File: src/rtl/reg_univ.sv
// reg_univ: universal register (hold/load/shift/rotate/clear/set, mode 0-7) with a saturating shift count cnt, done at cnt==WIDTH, serial outs sout_l/sout_r, async active-low rst_n; define REG_UNIV_QN_EN to add the qn=~q port
module reg_univ #(
    parameter int WIDTH = 8,
    parameter logic [WIDTH-1:0] RST_VAL = '0
) (
    input  logic                         clk,
    input  logic                         rst_n,
    input  logic [2:0]                   mode,
    input  logic [WIDTH-1:0]             d,
    input  logic                         sin_r,
    input  logic                         sin_l,
    output logic [WIDTH-1:0]             q,
`ifdef REG_UNIV_QN_EN
    output logic [WIDTH-1:0]             qn,
`endif
    output logic                         sout_l,
    output logic                         sout_r,
    output logic [$clog2(WIDTH+1)-1:0]   cnt,
    output logic                         done
);
    localparam int CW = $clog2(WIDTH + 1);
    logic [WIDTH-1:0] q_nxt;
    logic [CW-1:0] cnt_nxt;
    logic shift, restart;
    always_comb begin
        shift   = mode >= 3'd2 && mode <= 3'd5;
        restart = mode == 3'd1 || mode >= 3'd6;
        q_nxt = mode == 3'd1 ? d :
                mode == 3'd2 ? {q[WIDTH-2:0], sin_r} :
                mode == 3'd3 ? {sin_l, q[WIDTH-1:1]} :
                mode == 3'd4 ? {q[WIDTH-2:0], q[WIDTH-1]} :
                mode == 3'd5 ? {q[0], q[WIDTH-1:1]} :
                mode == 3'd6 ? '0 :
                mode == 3'd7 ? '1 : q;
        cnt_nxt = restart ? '0 : (shift && !done) ? cnt + 1'b1 : cnt;
    end
    always_ff @(posedge clk or negedge rst_n) begin
        if (!rst_n) begin
            q   <= RST_VAL;
            cnt <= '0;
        end else begin
            q   <= q_nxt;
            cnt <= cnt_nxt;
        end
    end
    assign done   = cnt == CW'(WIDTH);
    assign sout_l = q[WIDTH-1];
    assign sout_r = q[0];
`ifdef REG_UNIV_QN_EN
    assign qn = ~q;
`endif
endmodule

File: config.mk
export PLATFORM = sky130hd
export DESIGN_NAME = reg_univ
export DESIGN_NICKNAME = d
export VERILOG_FILES = /design/src/rtl/reg_univ.sv
export SDC_FILE = /design/constraint.sdc
export NUM_CORES = 1
export LEC_CHECK = 0
export CAP_MARGIN = 20
export CORE_MARGIN = 4
export CORE_UTILIZATION = 50
export CTS_BUF_LIST = sky130_fd_sc_hd__clkbuf_8
export DETAILED_ROUTE_END_ITERATION = 10
export PLACE_DENSITY = 0.87
export SLEW_MARGIN = 20
export SYNTH_ARGS = -nofsm -noshare
export SYNTH_HDL_FRONTEND = slang
export SYNTH_SLANG_ARGS = --single-unit
File: constraint.sdc
create_clock -name clk -period 2.5 [get_ports clk]
set_input_delay 0.75 -clock clk [delete_from_list [all_inputs] [get_ports clk]]
set_output_delay 0.75 -clock clk [all_outputs]
set_load 0.02 [all_outputs]
* Word-level counts from Yosys, hierarchy flattened
Index checks and enable logic that the tools add are counted.
** Word-level totals
- Word-level logic and storage cells :: 29
- Output and inout port bits :: 15
- Bits of input ports :: 15
- Bits in registers :: 12
** Cells by class
- Mux-type cells :: 9
- Reductions and logical operators :: 6
- Add/sub/neg operators :: 1
- Eq/ne operators :: 8
- Order comparisons :: 3
** Operator list (number)
- $mux 8 :: 7
- $eq 3x3->1 const B :: 4
- $mux 4 :: 2
- $reduce_bool 7->1 :: 1
- $eq 3x2->1 const B :: 2
- $add 4x1->4 const B :: 1
- $eq 4x4->1 const B :: 1
- $eq 3x1->1 const B :: 1
- $ge 3x2->1 const B :: 1
- $ge 3x3->1 const B :: 1
- $le 3x3->1 const B :: 1
- $logic_and 1x1->1 :: 2
- $reduce_bool 2->1 :: 1
- $logic_not 1->1 :: 1
- $logic_or 1x1->1 :: 1

* Depth between registers and ports, before layout
- Depth after elaboration :: 8
- Gate-level depth with buffers :: 5
- Mapped depth without buffers :: 5

* Least setup slack after synthesis
Ideal clock, no wire load.
- Path kind :: reg-to-output
- Start point :: register cnt[0]
- End point :: output port done
- Path slack :: 0.694 ns
- Data required time :: 1.750 ns
- Stages on the path, launching flop included :: 5
- Path buffers :: 0
- Arrival :: 1.056 ns
- Path through :: dfrtp_1 -> inv_1 -> ha_1 -> nand3b_1 -> inv_1
** On the way
- Cells in the longest elaborated chain, start to end :: 1
** RTL lines
- from (decl) :: line 18 : output logic [$clog2(WIDTH+1)-1:0] cnt,
- from (signal assigned) :: line 43 : cnt <= cnt_nxt;
- $eq 4x4->1 :: line 46 : assign done = cnt == CW'(WIDTH);
- to (decl) :: line 19 : output logic done
Every way passes these cells.

* Worst setup path in the final report
Same ends and word-level chain as after synthesis.

==> results.md <==
- Category of the critical setup timing path: flop to output port
- Final period utilization: 92.7%
- Worst setup slack after layout: 183 ps
- Max-slew violations: 0
- Count of mapped cells out of synthesis: 92
- Crit path max fanout: 6
- Fillers: 116
- Slowest Stage Delay on Critical Path: approximately 450 ps
- WP data required: 1750 ps
- Wire length of the first global-routing pass: a little over 4000 um
- Remaining Overflow, GRT: 0
- Portion of the post-synthesis area used by sequential elements: about a third
- Largest vdd supply drop: 545 uV
- Number of top-level design ports: 30
- Number of failing hold endpoints at the final stage: 0
- Count of yosys warnings during synthesis: 0
- Power density of the placed cells: 638 nW/um2
- Layout-stage area growth over the synthesis result: 38.1%
- Headroom to the max-slew limit: 62.7%
- Count of routing violations after the opening detailed-route iteration: 32
- Share of final-layout standard cells stronger than drive strength 1: 7.44%
- Count of max-cap constraint violations: 0
- Insertion delay to the later sink of the worst-skew pair: between 200 and 250 ps
- Leak Pwr: roughly 0.0005 uW
- CTS H-tree lvls: 1
- CTS tree: yes
- Proportion of synthesized flip-flops having asynchronous set or reset: 100%
- Maximum number of pins on one net before global-route repair: 19
- Net total in the final layout: 139
- Buffer cell driving the clock tree root: sky130_fd_sc_hd__clkbuf_8
- Antenna-violating nets left: 0
- Arrival time reported for the critical path endpoint: 1570 ps
- Total CTS buffers: 3
- Total die area: 2510 um2
- Average cell area after synthesis: 9.63 um2
- Core area: 1590 um2
- Detailed-route via count: 848
- Pin slew with the least headroom to its limit: 558 ps
- CP dominant cell by count: sky130_fd_sc_hd__inv_1
- Detailed-route wire length: ~2400 um
- Drt pass-1 iters: 4
- Footprint of the flip-flops and latches: 300 um2
- Setup crit end kind: output port
- Number of enable-type register cells in the synthesized netlist: 0
- Die span in x: 50.1 um
- IO buf count: 29
- Finish-stage setup viols: 0
- Worst clock skew on the final layout: 0.935 ps
- Chip height: 50.1 um
- Hold crit path type: flop to flop
- Number of synthesized register bits: 12
- Predominant post-synthesis flop cell: sky130_fd_sc_hd__dfrtp_1
- Maximum frequency from static timing analysis: between 400 and 500 MHz
- RSZ-0062 raised after global routing: false
- Clock-pin slew on the worst setup and hold paths: 50 ps
- Commonest non-fill, non-tap cell in the layout: sky130_fd_sc_hd__clkdlybuf4s50_1
- Vias per cell: 5.85
- Overall track demand over capacity in global routing: 21.3%
- Cell area after synthesis: 886 um2
- ANT cells: 0
- Run status: finished, final reports clean
- Setup slack at placement: roughly 180 ps
- Post-layout minimum cycle time: between 2000 and 2500 ps
- Post-DP HPWL: 1720 um
- DRC violation count after routing: 0
- TritonCTS sink count: 12
- Post-Syn Nets: 109
- Initial antenna violation count: 0
- Cell breakdown of the critical path: inv_1 -> ha_1 -> nand3b_1 -> inv_1 -> dlygate4sd2_1
- Cell with the biggest individual delay on the critical path: sky130_fd_sc_hd__dfrtp_1
- Final TNS setup: 0 ps
- Fraction of the core area covered by cells at the end of the flow: 76.8%
- Synth cell types: 31
- FP Rows: 14
- Number of global-route vias before repair: 853
- Largest buffer count on any clock path: 2
- Initial core utilization: about 56%
- Post-route worst hold slack: 603 ps
- Commonest non-fill, non-tap cells in the layout: sky130_fd_sc_hd__clkdlybuf4s50_1, sky130_fd_sc_hd__dfrtp_1, sky130_fd_sc_hd__mux2i_1
- WP buf/inv: 3
- Area occupied by multi-input gates: 512 um2
- GPL Wtd Cong: 0.819
- Dominant delay contributor by cell family on the critical path: buffers and inverters
- Crit start category: flop
- Average wire per standard cell: between 15 and 20 um
==> tightest hold or removal path: stages (launching register included) <==
cell                      delay [ps]
sky130_fd_sc_hd__dfrtp_1         430
sky130_fd_sc_hd__nand2_1          60
sky130_fd_sc_hd__o21ai_0          70
==> report_power, final <==
| group | internal [uW] | switching, uW | leakage [uW] |
|---|---|---|---|
| logic | 149 | 142 | 0.000337 |
| registers | 227 | 50.9 | 0.000144 |
| clock network | 139 | 72.0 | 0.0000288 |
| total | 516 | 264 | 0.000510 |
==> repair_timing <==
action,CTS,global route
hold buffers,0,0
setup buffers,0,0
resized for setup,1,0
endpoints found under the setup margin,1,0
==> registers in the layout (all words and copies together) (netlist names) <==
register	cells
q	8
cnt	4
==> final timing paths <==
kind,from,endpoint,slack [ps],cells after the start
min,cnt[3],cnt[3],600,2
min in group asynchronous,rst_n,q[6],870,1
min reg2reg,cnt[3],cnt[3],600,2
max in group asynchronous,rst_n,q[2],1260,1
max,cnt[0],done,180,5
max reg2reg,cnt[0],cnt[1],1130,5
==> metrics by stage <==
step / total power (uW) / instance area (um2) / instances
floorplan: 437 / 886 / 92
global placement: 554 / 1170 / 141
detailed placement: 569 / 1170 / 141
CTS: 784 / 1220 / 145
global route: 829 / 1220 / 145
finish: 780 / 1220 / 145
==> cells by family (layout without fill, tap and decap cells) <==
logic type               after synthesis  after routing  share of synthesized area, %
AO/OA/AOI/OAI                         29             29                          23.9
flip-flops                            12             12                          33.9
multiplexers                          11             11                          12.7
AND/OR/NAND/NOR                       23             23                          14.3
XOR/XNOR                               3              3                          2.97
adder cells (fa/ha/maj)                3              3                          3.95
buffers and inverters                 11             40                          8.33
==> layer usage <==
layer | routed length [um] | GRT usage, % | vias up
li1 | - | - | 402
met5 | 0 | 0 | -
met3 | 197 | 8.13 | 8
met1 | 1040 | 28.7 | 397
met2 | 1080 | 31.7 | 41
met4 | 52 | 5.07 | 0
==> cells in the mapped netlist, types with 3 or more instances <==
| library cell | n | area, um2 |
|---|---|---|
| sky130_fd_sc_hd__nand2_1 | 6 | 22.5 |
| sky130_fd_sc_hd__buf_4 | 3 | 22.5 |
| sky130_fd_sc_hd__nor2b_1 | 6 | 37.5 |
| sky130_fd_sc_hd__mux2i_1 | 9 | 90.1 |
| sky130_fd_sc_hd__o32ai_1 | 5 | 43.8 |
| sky130_fd_sc_hd__a21oi_1 | 3 | 15.0 |
| sky130_fd_sc_hd__nand2b_1 | 3 | 18.8 |
| sky130_fd_sc_hd__inv_1 | 4 | 15.0 |
| sky130_fd_sc_hd__a221oi_1 | 5 | 43.8 |
| sky130_fd_sc_hd__dfrtp_1 | 12 | 300 |
| sky130_fd_sc_hd__o21ai_0 | 6 | 30.0 |
==> layout make-up <==
class | instances | area share, %
well taps | 24 | 2.45
flip-flops and latches | 12 | 24.5
multi-input cells | 69 | 41.8
clock buffers | 4 | 4.50
inverters | 4 | 1.23
repair buffers | 32 | 25.5
Note: power is estimated with default switching activity, not from simulation.
